### config.mk
export PLATFORM = sky130hd
export DESIGN_NAME = instruction_dispatcher
export DESIGN_NICKNAME = d
export VERILOG_FILES = /design/src/rtl/dispatcher_pkg.sv /design/src/rtl/edge_detect_rise.sv /design/src/rtl/instruction_dispatcher.sv
export SDC_FILE = /design/constraint.sdc
export NUM_CORES = 1
export LEC_CHECK = 0
export CAP_MARGIN = 25
export CORE_MARGIN = 10
export CORE_UTILIZATION = 44
export DETAILED_ROUTE_END_ITERATION = 7
export PLACE_DENSITY = 0.75
export SLEW_MARGIN = 40
export SYNTH_ARGS = -nofsm -noshare
export SYNTH_HDL_FRONTEND = slang
export SYNTH_SLANG_ARGS = --single-unit
### constraint.sdc
create_clock -name clock -period 1.86 [get_ports clock]
set_input_delay 0.372 -clock clock [delete_from_list [all_inputs] [get_ports clock]]
set_output_delay 0.372 -clock clock [all_outputs]
set_load 0.02 [all_outputs]
### src/rtl/dispatcher_pkg.sv
// Shared encodings for the framebuffer instruction dispatcher.
// Opcodes match the memory controller's operation input; error codes
// and FSM states are exported so the bench and top agree on them.
package dispatcher_pkg;

   // Controller operation encodings
   localparam logic [2:0] OP_NOP = 3'b000;
   localparam logic [2:0] OP_RD  = 3'b001;
   localparam logic [2:0] OP_WR  = 3'b010;
   localparam logic [2:0] OP_NHI = 3'b011;
   localparam logic [2:0] OP_PR  = 3'b100;
   localparam logic [2:0] OP_NH  = 3'b101;
   localparam logic [2:0] OP_BA  = 3'b110;
   localparam logic [2:0] OP_ILL = 3'b111;

   // Status error codes reported to the HPS
   localparam logic [2:0] ERR_NONE    = 3'b000;
   localparam logic [2:0] ERR_OPCODE  = 3'b001;
   localparam logic [2:0] ERR_ADDR    = 3'b010;
   localparam logic [2:0] ERR_ZOOM    = 3'b011;
   localparam logic [2:0] ERR_TIMEOUT = 3'b100;

   // FSM state encodings
   localparam logic [2:0] ST_IDLE      = 3'd0;
   localparam logic [2:0] ST_DECODE    = 3'd1;
   localparam logic [2:0] ST_ISSUE     = 3'd2;
   localparam logic [2:0] ST_WAIT_ACK  = 3'd3;
   localparam logic [2:0] ST_WAIT_DONE = 3'd4;
   localparam logic [2:0] ST_FINISH    = 3'd5;

   // Instruction word field positions (bit 28 is reserved and ignored)
   localparam int INSTR_W  = 29;
   localparam int OPC_LSB  = 0;
   localparam int OPC_MSB  = 2;
   localparam int ADDR_LSB = 3;
   localparam int ADDR_MSB = 19;
   localparam int COL_LSB  = 20;
   localparam int COL_MSB  = 27;
   localparam int RSVD_BIT = 28;

   typedef logic [2:0] opcode_t;

   // Opcodes that touch a framebuffer address
   function automatic logic is_mem_op(input opcode_t op);
      return (op == OP_RD) || (op == OP_WR);
   endfunction

   // Opcodes that raise the zoom level
   function automatic logic is_zoom_in(input opcode_t op);
      return (op == OP_NHI) || (op == OP_PR);
   endfunction

   // Opcodes that lower the zoom level
   function automatic logic is_zoom_out(input opcode_t op);
      return (op == OP_NH) || (op == OP_BA);
   endfunction

endpackage

### src/rtl/edge_detect_rise.sv
// Optional start synchroniser followed by a rising-edge detector.
// Latency: SYNC_STAGES cycles plus combinational edge output; default 0 stages.
// No backpressure: the edge register updates every cycle regardless of consumer.
module edge_detect_rise #(
   parameter int SYNC_STAGES = 0
) (
   input  logic clock,
   input  logic reset_n,
   input  logic sig_in,
   output logic rise
);

   logic sig_s;
   logic sig_q;

   if (SYNC_STAGES > 0) begin : g_sync
      logic [SYNC_STAGES-1:0] sync_q;

      // Synchroniser chain resets high so a level held through reset is not an edge
      always_ff @(posedge clock or negedge reset_n) begin
         if (!reset_n) begin
            sync_q <= '1;
         end else begin
            sync_q[0] <= sig_in;
            for (int i = 1; i < SYNC_STAGES; i++) begin
               sync_q[i] <= sync_q[i-1];
            end
         end
      end

      assign sig_s = sync_q[SYNC_STAGES-1];
   end else begin : g_direct
      assign sig_s = sig_in;
   end

   // Previous-value register; reset to 1 so start high out of reset is ignored
   always_ff @(posedge clock or negedge reset_n) begin
      if (!reset_n) begin
         sig_q <= 1'b1;
      end else begin
         sig_q <= sig_s;
      end
   end

   assign rise = sig_s & ~sig_q;

endmodule

### src/rtl/instruction_dispatcher.sv
// Decodes one HPS instruction per start edge and drives the framebuffer controller.
// Latency: start edge at N -> mc_enable in cycle N+2 if controller idle; done 2 cycles after mc_done returns.
// Backpressure: holds in ISSUE while mc_done is low; start edges while busy are dropped.
// Optional watchdog on the controller handshake: define DISPATCH_WATCHDOG_EN.
module instruction_dispatcher
   import dispatcher_pkg::*;
#(
   parameter int ADDR_W         = 17,
   parameter int IMG_WIDTH      = 320,
   parameter int IMG_HEIGHT     = 240,
   parameter int ZOOM_MIN       = 0,
   parameter int ZOOM_MAX       = 4,
   parameter int ZOOM_RESET     = 2,
   parameter int TIMEOUT_CYCLES = 1048576
) (
   input  logic              clock,
   input  logic              reset_n,
   input  logic [28:0]       instr,
   input  logic              start,
   output logic              busy,
   output logic              done,
   output logic              error,
   output logic [2:0]        error_code,
   output logic [7:0]        rd_data,
   output logic [2:0]        zoom_level,
   output logic [2:0]        mc_operation,
   output logic [ADDR_W-1:0] mc_addr,
   output logic [7:0]        mc_color,
   output logic              mc_enable,
   input  logic              mc_done,
   input  logic [7:0]        mc_color_in
);

   localparam logic [ADDR_W:0] PIX_LIMIT  = (ADDR_W+1)'(IMG_WIDTH * IMG_HEIGHT);
   localparam logic [2:0]      ZMIN       = 3'(ZOOM_MIN);
   localparam logic [2:0]      ZMAX       = 3'(ZOOM_MAX);
   localparam logic [2:0]      ZRST       = 3'(ZOOM_RESET);

   logic              start_rise;
   logic [2:0]        state;
   logic [27:0]       instr_q;
   opcode_t           dec_op;
   logic [ADDR_W-1:0] dec_addr;
   logic [7:0]        dec_col;
   logic              addr_oob;
   logic              zoom_block;
   logic              in_wait;
   logic              wd_hit;
   logic              unused_rsvd;

   // The reserved bit is never latched
   assign unused_rsvd = instr[RSVD_BIT];

   edge_detect_rise #(
      .SYNC_STAGES (0)
   ) u_start_edge (
      .clock   (clock),
      .reset_n (reset_n),
      .sig_in  (start),
      .rise    (start_rise)
   );

   assign dec_op     = instr_q[OPC_MSB:OPC_LSB];
   assign dec_addr   = instr_q[ADDR_MSB:ADDR_LSB];
   assign dec_col    = instr_q[COL_MSB:COL_LSB];
   assign addr_oob   = ({1'b0, dec_addr} >= PIX_LIMIT);
   assign zoom_block = (is_zoom_in(dec_op)  && (zoom_level == ZMAX)) ||
                       (is_zoom_out(dec_op) && (zoom_level == ZMIN));
   assign in_wait    = (state == ST_WAIT_ACK) || (state == ST_WAIT_DONE);

`ifdef DISPATCH_WATCHDOG_EN
   localparam logic [20:0] WD_LAST = 21'(TIMEOUT_CYCLES - 1);
   logic [20:0] wd_cnt;

   // Count cycles spent waiting on the controller; restart outside the waits
   always_ff @(posedge clock or negedge reset_n) begin
      if (!reset_n) begin
         wd_cnt <= '0;
      end else if (in_wait) begin
         wd_cnt <= wd_cnt + 21'd1;
      end else begin
         wd_cnt <= '0;
      end
   end

   assign wd_hit = in_wait && (wd_cnt == WD_LAST);
`else
   logic [31:0] unused_timeout;
   assign unused_timeout = 32'(TIMEOUT_CYCLES);
   assign wd_hit         = 1'b0;
`endif

   // Dispatch FSM: accept, decode/validate, issue, handshake, report status
   always_ff @(posedge clock or negedge reset_n) begin
      if (!reset_n) begin
         state        <= ST_IDLE;
         instr_q      <= '0;
         busy         <= 1'b0;
         done         <= 1'b0;
         error        <= 1'b0;
         error_code   <= ERR_NONE;
         rd_data      <= '0;
         zoom_level   <= ZRST;
         mc_operation <= OP_NOP;
         mc_addr      <= '0;
         mc_color     <= '0;
         mc_enable    <= 1'b0;
      end else begin
         mc_enable <= 1'b0;
         case (state)
            ST_IDLE: begin
               if (start_rise) begin
                  instr_q    <= instr[27:0];
                  busy       <= 1'b1;
                  done       <= 1'b0;
                  error      <= 1'b0;
                  error_code <= ERR_NONE;
                  state      <= ST_DECODE;
               end
            end
            ST_DECODE: begin
               if (dec_op == OP_ILL) begin
                  error      <= 1'b1;
                  error_code <= ERR_OPCODE;
                  state      <= ST_FINISH;
               end else if (is_mem_op(dec_op) && addr_oob) begin
                  error      <= 1'b1;
                  error_code <= ERR_ADDR;
                  state      <= ST_FINISH;
               end else if (zoom_block) begin
                  error      <= 1'b1;
                  error_code <= ERR_ZOOM;
                  state      <= ST_FINISH;
               end else if (dec_op == OP_NOP) begin
                  state <= ST_FINISH;
               end else begin
                  // Held until the next accepted instruction; controller samples throughout
                  mc_operation <= dec_op;
                  mc_addr      <= dec_addr;
                  mc_color     <= dec_col;
                  state        <= ST_ISSUE;
               end
            end
            ST_ISSUE: begin
               if (mc_done) begin
                  mc_enable <= 1'b1;
                  state     <= ST_WAIT_ACK;
               end
            end
            ST_WAIT_ACK: begin
               if (!mc_done) begin
                  state <= ST_WAIT_DONE;
               end else if (wd_hit) begin
                  error      <= 1'b1;
                  error_code <= ERR_TIMEOUT;
                  state      <= ST_FINISH;
               end
            end
            ST_WAIT_DONE: begin
               if (mc_done) begin
                  if (mc_operation == OP_RD) begin
                     rd_data <= mc_color_in;
                  end
                  if (is_zoom_in(mc_operation)) begin
                     zoom_level <= zoom_level + 3'd1;
                  end else if (is_zoom_out(mc_operation)) begin
                     zoom_level <= zoom_level - 3'd1;
                  end
                  state <= ST_FINISH;
               end else if (wd_hit) begin
                  error      <= 1'b1;
                  error_code <= ERR_TIMEOUT;
                  state      <= ST_FINISH;
               end
            end
            ST_FINISH: begin
               busy  <= 1'b0;
               done  <= 1'b1;
               state <= ST_IDLE;
            end
            default: begin
               state <= ST_IDLE;
            end
         endcase
      end
   end

endmodule

[Yosys cells after proc, flatten, opt, wreduce, memory -nomap -nowiden]
Cells that the tools add are included.
Widths: inputs -> output; s select.
Storage, ports and cells
  output and inout bits: 46
  flip-flop bits (word level): 78
  word-level logic and storage cells: 93
Operators by class
  equal/unequal tests: 23
  bitwise logic cells: 6
  mux-type cells: 26
  $lt $le $gt $ge: 1
  reductions and logical operators: 22
  add/sub/neg operators: 2
Operators with widths (count)
  $mux 3: 14
  $eq 3x3->1 const B: 10
  $ge 17x17->1 const B: 1
  $eq 3x2->1 const B: 5
  $pmux 3 s5: 1
  $eq 3x1->1 const B: 3
  $logic_not 3->1: 3
  $reduce_and 3->1: 3
  $ne 2x2->1 const B: 4
  $mux 1: 7
  $logic_or 1x1->1: 6
  $pmux 1 s2: 3
  $pmux 3 s2: 1
  $reduce_bool 2->1: 3
  $not 1->1: 5
  $reduce_and 5->1: 1
  $ne 4x4->1 const B: 1
  $reduce_and 2->1: 2
  $reduce_and 4->1: 1
  $add 3x1->3 const B: 1
  $logic_and 1x1->1: 3
  $sub 3x1->3 const B: 1
  $and 1x1->1: 1

[Logic depth before layout (Yosys ltp)]
Gate-level depths: netlist (run 1).
  depth in word-level cells: 8
  gate-level depth with buffers: 7
  mapped depth without buffers: 7

[Hierarchy]
A second synthesis (run 1) with hierarchy kept.
Second synthesis, totals
  cell total of the unflattened synthesis: 233
  area, all modules: 3347.0 um^2
By module, submodules not included
  instruction_dispatcher: instances 1, cells each 231, area each 3306.9 um^2
  edge_detect_rise: instances 1, cells each 2, area each 40.0 um^2

[Worst setup path before layout (run 1)]
No wires, ideal clock.
  kind: reg2reg
  from: register zoom_level[2]
  to: register mc_color[3]
  library setup time: 125 ps
  arrival: 1916 ps
  setup slack: -181 ps
  clock period less this slack: 2041 ps
  cell stages (with the launch flop): 7
  cell sequence: dfrtp_1 > mux2_2 > a31o_1 > a31oi_4 > and3b_1 > buf_6 > mux2_4
On the way
  longest elaborated chain between the ends: 5
  elaborated cells between the ends (all ways): 7
Ends and longest elaborated chain
  start, declared: line instruction_dispatcher.sv:25  | output logic [2:0] zoom_level,
  start signal, assigned: line instruction_dispatcher.sv:165  | zoom_level <= zoom_level + 3'd1;
  start signal, assigned: line instruction_dispatcher.sv:167  | zoom_level <= zoom_level - 3'd1;
  $eq 3x3->1 or $logic_not 3->1 (tied branches): line instruction_dispatcher.sv:67, instruction_dispatcher.sv:68
  $logic_and 1x1->1, on equally long branches: line instruction_dispatcher.sv:67, instruction_dispatcher.sv:68
  $logic_or 1x1->1 (*): line instruction_dispatcher.sv:67  | assign zoom_block = (is_zoom_in(dec_op) && (zoom_level == ZMAX)) ||
  $not 1->1 (no source line) (*)
  $reduce_and 5->1 (no source line) (*)
  end signal, assigned: line instruction_dispatcher.sv:140  | mc_color <= dec_col;
  end, declared: line instruction_dispatcher.sv:28  | output logic [7:0] mc_color,
Mark *: on every way between the ends. The rest lies on a longest branch, timed or not.
A chain may end at the register's enable or synchronous reset.

[Worst setup path after layout (run 1)]
  from: register instr_q[0]
  to: register mc_addr[10]
On the way
  longest elaborated chain between the ends: 6
  elaborated cells between the ends (all ways): 20
Ends and longest elaborated chain
  start, declared: line instruction_dispatcher.sv:41  | logic [27:0] instr_q;
  start signal, assigned: line instruction_dispatcher.sv:113  | instr_q <= instr[27:0];
  $eq 3x2->1, or another cell as far along: line dispatcher_pkg.sv:50  | return (op == OP_NHI) || (op == OP_PR);
  $logic_or 1x1->1, on equally long branches: line dispatcher_pkg.sv:50, dispatcher_pkg.sv:55
  $logic_and 1x1->1, on equally long branches: line instruction_dispatcher.sv:67, instruction_dispatcher.sv:68
  $logic_or 1x1->1: line instruction_dispatcher.sv:67
  $not 1->1 (no source line)
  $reduce_and 5->1 (no source line) (*)
  end signal, assigned: line instruction_dispatcher.sv:139  | mc_addr <= dec_addr;
  end, declared: line instruction_dispatcher.sv:27  | output logic [ADDR_W-1:0] mc_addr,
Marked as above.

==> results.py, run 1 <==
metrics = {
    "outcome": {
        "outcome": "complete, but fails checks",
        "violations": "setup timing",
    },
    "clock_network": {
        "numClockSinks": 77,
        "cts_buf_count": 9,
        "clock_tree.htree_level_count": 3,
        "cts_root_buffer": "sky130_fd_sc_hd__clkbuf_8",
        "path_clk_slew_ps": 80,
        "tritoncts_clock_tree": "done",
        "clock_tree.buffer_depth": 2,
        "clk-insertion-delay-late_ps": 350,
    },
    "finish": {
        "final_core_util": 0.659,
        "area_growth_pct": 45.9,
        "seq_area_um2": 1930,
        "fill_cells": 585,
        "finish.instance_area_um2": 4780,
        "post_route_cells_drive_above_1_share": 0.358,
        "antenna-diode-count": 0,
        "nets": 379,
        "multi_input_area_um2": 1320,
    },
    "drt": {
        "detail_route.wl_per_cell_um": 17.2,
        "first_iter_violations": 59,
        "routed-via-count": 2165,
        "met2_length_um": 3580,
        "detail-route-antenna-nets": 0,
        "drcViolationCount": 0,
        "routed_via_density": 4.92,
        "route.layer.met1.wl_um": 3370,
        "wl_um": 7560,
        "detailedRoute.firstPassIterationCount": 4,
        "detailroute.wirelength.met3_um": 508,
        "top_layer": "met4",
    },
    "setup_path": {
        "worstPathMaxFanout": 7,
        "critPathKind": "register to register",
        "timing.critical_path.arrival_ps": 2150,
        "startpoint_type": "register",
        "timing.critical_path.to_type": "register",
        "worst-endpoint-required_ps": 2100,
    },
    "power": {
        "swShare": 0.334,
        "power_frac_seq": 0.326,
        "power.density_cell_area_nw_per_um2": 1960,
        "leakage_nw": 2.16,
        "clkPwrFrac": 0.175,
        "vdd_ir_drop_max_v": 0.000931,
        "switching_power_mw": 3.12,
        "p_int_mw": 6.22,
        "combPwrFrac": 0.499,
    },
    "placed_design": {
        "placement.io_buffers": 84,
        "placed_area_um2": 4410,
        "place.gp.congestion": 0.748,
        "dp_worst_setup_slack_ps": -179,
        "hpwl_um": 5300,
    },
    "yosys": {
        "post_synth_inst_count": 225,
        "synth_cell_types": 41,
        "ys_dominant_reg_cell": "sky130_fd_sc_hd__dfrtp_1",
        "synthesis.nets": 267,
        "synth.yosys.seq_area_share": 0.589,
        "postSynthRegisterBits": 77,
        "syn_avg_cell_area_um2": 14.6,
        "post_synth_instance_area_um2": 3280,
        "ys_warn_count": 0,
        "ys_async_sr_fraction": 1.00,
        "synth-edff-count": 0,
    },
    "sta": {
        "maxSlewHeadroom": 0.661,
        "finalCriticalPeriod_ps": 1910,
        "worst_slew_pin_slew_ps": 504,
        "rsz0062_at_grt": "true",
        "setup_viol": 26,
        "period_share": 1.03,
        "post-route-worst-setup-slack_ps": -50.0,
        "slew_viol_final": 0,
        "setup_total_negative_slack_ps": -888,
        "achievable-frequency_mhz": 524,
        "fin_skew_ps": 12.2,
        "timing_hold_violations_final": 0,
    },
    "grt": {
        "maximum_number_of_pins_on_one_net_before_global_route_repair": 46,
        "overflow_left_after_global_routing": 0,
        "global_route_wire_length_before_repair_um": 12100,
        "track_usage": 0.135,
        "first_global_vias": 2342,
        "antenna_violations_before_repair": 0,
    },
    "flow_run": {
        "maxCapViolCount": 0,
    },
    "floorplanning": {
        "core.rowCount": 31,
        "core_um2": 7250,
        "initial_utilization": 0.452,
        "floorplan.die_area_um2": 11300,
        "floorplan.die.width_um": 106,
        "die_height_um": 106,
        "num_io_pins": 87,
    },
    "hold_path": {
        "hp_class": "input port to asynchronous set/reset pin",
    },
}
==> metrics by stage <==
| stage | hold WS (ps) | power (mW) | std cells |
|---|---|---|---|
| final | 387 | 9.35 | 440 |
| after global routing | 379 | 9.90 | 440 |
| after detailed placement | 219 | 7.51 | 420 |
| after CTS | 378 | 9.18 | 437 |
| after global placement | 215 | 7.38 | 420 |
| after floorplan | 76.4 | 5.70 | 225 |
==> cell families after synthesis <==
family / synth area share
and+or+nand+nor: 0.0588
DFF: 0.589
AOI/OAI and AO/OA: 0.0603
xor gates and xnor gates: 0.0134
other: 0.00114
buffers and inverters: 0.0267
adders and majority gates: 0.00611
muxes: 0.245
==> Yosys cell counts (2+ instances only) <==
library cell               number  share of area
sky130_fd_sc_hd__xnor2_1        4          0.011
sky130_fd_sc_hd__inv_1          6         0.0069
sky130_fd_sc_hd__mux2_4        22           0.10
sky130_fd_sc_hd__nand2b_1       4         0.0076
sky130_fd_sc_hd__nand3_1        2         0.0031
sky130_fd_sc_hd__clkbuf_1       2         0.0023
sky130_fd_sc_hd__dfrtp_1       75           0.57
sky130_fd_sc_hd__buf_6          3          0.010
sky130_fd_sc_hd__nor3_1         2         0.0031
sky130_fd_sc_hd__a21oi_1        8          0.012
sky130_fd_sc_hd__o21ai_0        7          0.011
sky130_fd_sc_hd__dfstp_2        2          0.016
sky130_fd_sc_hd__a211oi_1       2         0.0046
sky130_fd_sc_hd__mux2_2        41           0.14
sky130_fd_sc_hd__nor2_1         7         0.0080
sky130_fd_sc_hd__buf_1          3         0.0034
sky130_fd_sc_hd__a22o_1         2         0.0053
sky130_fd_sc_hd__nand2_1       10          0.011
==> metal layers <==
| layer | track usage | up-vias |
|---|---|---|
| met4 | 0.0435 | 0 |
| met1 | 0.163 | 1078 |
| met2 | 0.213 | 63 |
| met3 | 0.0562 | 9 |
| li1 | - | 1015 |
| met5 | 0 | - |
==> path summary, 6_finish.rpt <==
kind | end | slack (ps) | startpoint | depth (start not counted)
worst max-delay path | mc_addr[10]$_DFFE_PN0P_ | -50 | instr_q[0]$_DFFE_PN0P_ | 5
worst min-delay path | instr_q[21]$_DFFE_PN0P_ | 390 | reset_n | 2
worst max register to register | mc_addr[10]$_DFFE_PN0P_ | -50 | instr_q[0]$_DFFE_PN0P_ | 5
worst min register to register | mc_color[3]$_DFFE_PN0P_ | 500 | instr_q[23]$_DFFE_PN0P_ | 1
max in group asynchronous | zoom_level[1]$_DFFE_PN1P_ | 880 | reset_n | 3
min in group clock | u_start_edge.sig_q$_DFF_PN1_ | 440 | start | 1
==> layout by cell type, fill, tap and decap left out, types with 3 or more instances in the layout <==
master / netlist / routed
sky130_fd_sc_hd__clkdlybuf4s50_1: 0 / 78
sky130_fd_sc_hd__dfrtp_1: 75 / 71
sky130_fd_sc_hd__mux2_2: 41 / 36
sky130_fd_sc_hd__mux2_4: 22 / 27
sky130_fd_sc_hd__buf_4: 1 / 21
sky130_fd_sc_hd__nand2_1: 10 / 10
sky130_fd_sc_hd__clkbuf_8: 0 / 9
sky130_fd_sc_hd__a21oi_1: 8 / 8
sky130_fd_sc_hd__o21ai_0: 7 / 7
sky130_fd_sc_hd__inv_1: 6 / 6
sky130_fd_sc_hd__nor2_1: 7 / 6
sky130_fd_sc_hd__nand2b_1: 4 / 4
sky130_fd_sc_hd__xnor2_1: 4 / 4
sky130_fd_sc_hd__bufinv_16: 0 / 4
sky130_fd_sc_hd__dfrtp_2: 0 / 4
sky130_fd_sc_hd__buf_12: 0 / 4
sky130_fd_sc_hd__dlymetal6s2s_1: 0 / 3
==> what timing repair did <==
item	CTS	global route
pin swaps	4	3
endpoints found under the setup margin	27	35
gates resized for setup	7	14
hold buffers	1	0
hold endpoints to repair	9	0
cloned	0	1
buffers inserted	2	2
==> critical path, cell delays in order, from the launching register on <==
cell                        delay (ps)
sky130_fd_sc_hd__dfrtp_2           450
sky130_fd_sc_hd__buf_4             150
sky130_fd_sc_hd__nor3_1            430
sky130_fd_sc_hd__nand3b_4          300
sky130_fd_sc_hd__clkbuf_16         180
sky130_fd_sc_hd__mux2_4            290
==> cell type report <==
| type | instances | share of cell area |
|---|---|---|
| Tap cell | 99 | 0.0259 |
| Sequential cell | 77 | 0.405 |
| Multi-Input combinational cell | 132 | 0.276 |
| Timing Repair Buffer | 111 | 0.234 |
| Clock inverter | 6 | 0.0285 |
| Clock buffer | 9 | 0.0259 |
| Inverter | 6 | 0.00471 |
==> state kept, by name, summed over array words and instances, names as in the netlist, 2 cells and up <==
name          flops
instr_q          28
mc_addr          17
mc_color          8
rd_data           8
mc_operation      3
state             3
zoom_level        3
error_code        2
==> power by group through the flow <==
stage | Sequential [mW] | Clock (mW) | Combinational, mW
finish | 3.05 | 1.63 | 4.66
floorplan | 3.51 | 0 | 2.19
detailed placement | 3.06 | 0 | 4.45
CTS | 3.04 | 1.68 | 4.47
global placement | 3.01 | 0 | 4.37
global route | 3.16 | 1.75 | 4.99
Power figures use the tool's default switching activity.
==> inputs of run 2 (changes only) <==
CORE_MARGIN = 1   (was 10)
==> results.py, run 2 (same netlist as run 1, synthesis figures left out) <==
metrics = {
    "setup_path": {
        "critical_path.max_stage_delay_ps": 410,
        "critical_path.cell_chain": "a211oi_2 > buf_4 > a2111oi_4 > nor2_2 > and3b_2 > mux2_4",
        "startpoint_type": "register",
        "worst-endpoint-required_ps": 2090,
        "critPathKind": "register to register",
        "timing.critical_path.arrival_ps": 2120,
        "cpLargestDelayFamily": "simple AND/OR/NAND/NOR gates",
        "worstPathMaxFanout": 5,
        "timing.critical_path.slowest_stage_cell": "sky130_fd_sc_hd__dfrtp_1",
        "timing.critical_path.to_type": "register",
        "worst-path-buf-inv": 1,
    },
    "floorplanning": {
        "die_height_um": 88.3,
        "floorplan.die.width_um": 88.3,
        "core_um2": 7210,
        "core.rowCount": 31,
        "initial_utilization": 0.454,
        "floorplan.die_area_um2": 7800,
        "num_io_pins": 87,
    },
    "drt": {
        "first_iter_violations": 74,
        "wl_um": 6560,
        "drcViolationCount": 0,
        "detailroute.wirelength.met3_um": 359,
        "routed_via_density": 4.85,
        "routed-via-count": 2148,
        "route.layer.met1.wl_um": 2970,
        "top_layer": "met4",
        "detailedRoute.firstPassIterationCount": 4,
        "met2_length_um": 3160,
        "detail_route.wl_per_cell_um": 14.8,
        "detail-route-antenna-nets": 0,
    },
    "sta": {
        "hold_ws_ps": 457,
        "period_share": 1.01,
        "fin_skew_ps": 13.3,
        "slew_viol_final": 0,
        "finalCriticalPeriod_ps": 1890,
        "post-route-worst-setup-slack_ps": -25.1,
        "timing_hold_violations_final": 0,
        "rsz0062_at_grt": "true",
        "achievable-frequency_mhz": 530,
        "setup_viol": 20,
    },
    "grt": {
        "track_usage": 0.176,
        "maximum_number_of_pins_on_one_net_before_global_route_repair": 35,
        "global_route_wire_length_before_repair_um": 10300,
        "antenna_violations_before_repair": 0,
        "first_global_vias": 2109,
        "overflow_left_after_global_routing": 0,
    },
    "outcome": {
        "violations": "setup timing",
        "outcome": "complete, but fails checks",
    },
    "placed_design": {
        "hpwl_um": 4610,
        "placement.io_buffers": 84,
        "place.gp.congestion": 0.739,
        "post-place-cells": 424,
    },
    "clock_network": {
        "path_clk_slew_ps": 80,
        "cts_buf_count": 9,
        "tritoncts_clock_tree": "done",
        "numClockSinks": 77,
        "clock_tree.buffer_depth": 2,
        "cts_root_buffer": "sky130_fd_sc_hd__clkbuf_8",
        "clock_tree.htree_level_count": 3,
        "clk-insertion-delay-late_ps": 340,
    },
    "flow_run": {
        "maxCapViolCount": 0,
    },
    "hold_path": {
        "hp_class": "input port to register",
    },
    "power": {
        "vdd_ir_drop_max_v": 0.000881,
        "leakage_nw": 2.09,
        "power.density_cell_area_nw_per_um2": 1850,
    },
    "finish": {
        "most_common_cell_after_layout_fill_and_taps_aside": "sky130_fd_sc_hd__clkdlybuf4s50_1",
        "largestRegisters": "instr_q x28, mc_addr x17",
        "most-common-layout-cells": "sky130_fd_sc_hd__clkdlybuf4s50_1 (79), sky130_fd_sc_hd__dfrtp_1 (71), sky130_fd_sc_hd__mux2_2 (40), sky130_fd_sc_hd__buf_4 (25), sky130_fd_sc_hd__mux2_4 (23)",
        "final_cell_count_no_fill": 443,
        "largest_register_ffs": 28,
        "nets": 381,
        "post_route_cells_drive_above_1_share": 0.352,
        "registers.top_by_ff_count": "instr_q",
        "antenna-diode-count": 0,
        "area_growth_pct": 41.7,
    },
}
## run 2: final cells by class
type | instances | area (µm²)
Tap cell | 99 | 124
Timing Repair Buffer | 113 | 1110
Fill cell | 565 | 2570
Multi-Input combinational cell | 132 | 1280
Clock inverter | 5 | 35.0
Clock buffer | 11 | 131
Inverter | 6 | 22.5
Sequential cell | 77 | 1930
## run 2: worst register-to-register path, cell delays in order (launching register included)
cell and delay, ps:
sky130_fd_sc_hd__dfrtp_1 410, sky130_fd_sc_hd__a211oi_2 260, sky130_fd_sc_hd__buf_4 160, sky130_fd_sc_hd__a2111oi_4 60, sky130_fd_sc_hd__nor2_2 210, sky130_fd_sc_hd__and3b_2 340
sky130_fd_sc_hd__mux2_4 330
## run 2: power by group
part	leakage [nW]	switching [mW]	internal, mW
logic	1.08	1.85	2.60
clock network	0.0837	0.604	0.488
registers	0.933	0.543	2.50
## run 2: final timing paths
path / from / slack (ps) / endpoint / cells after the start
hold reg to reg: instr_q[10]$_DFFE_PN0P_ / 500 / mc_addr[7]$_DFFE_PN0P_ / 1
setup reg to reg: instr_q[15]$_DFFE_PN0P_ / -30 / mc_color[5]$_DFFE_PN0P_ / 6
max in group asynchronous: reset_n / 720 / zoom_level[1]$_DFFE_PN1P_ / 3
setup / recovery: instr_q[15]$_DFFE_PN0P_ / -30 / mc_color[5]$_DFFE_PN0P_ / 6
hold / removal: start / 460 / u_start_edge.sig_q$_DFF_PN1_ / 1
min in group asynchronous: reset_n / 530 / instr_q[21]$_DFFE_PN0P_ / 2
## run 2: timing repair
action,in CTS,in global routing
endpoints found under the hold margin,31,0
resized for setup,6,5
pin swaps,0,3
setup endpoints to repair,29,35
hold buffers,1,0
setup buffers,2,1
## run 2: per-layer routing
metal	vias up	global-route usage
li1	1018	-
met1	1063	0.228
met2	60	0.286
met3	7	0.0336
met4	0	0.0850
met5	-	0
## run 2: metrics by stage
step                 util  area, µm²  total power [mW]  setup slack, ps  setup TNS [ps]
global route        0.643       4640              9.11             -138           -2910
CTS                 0.641       4620              8.64            -37.5            -580
floorplan               -       3290              5.70            -54.0           -1060
global placement    0.615       4440              7.36            -87.6           -3840
finish              0.643       4640              8.58            -25.1            -349
detailed placement  0.615       4440              7.50             -107           -4470
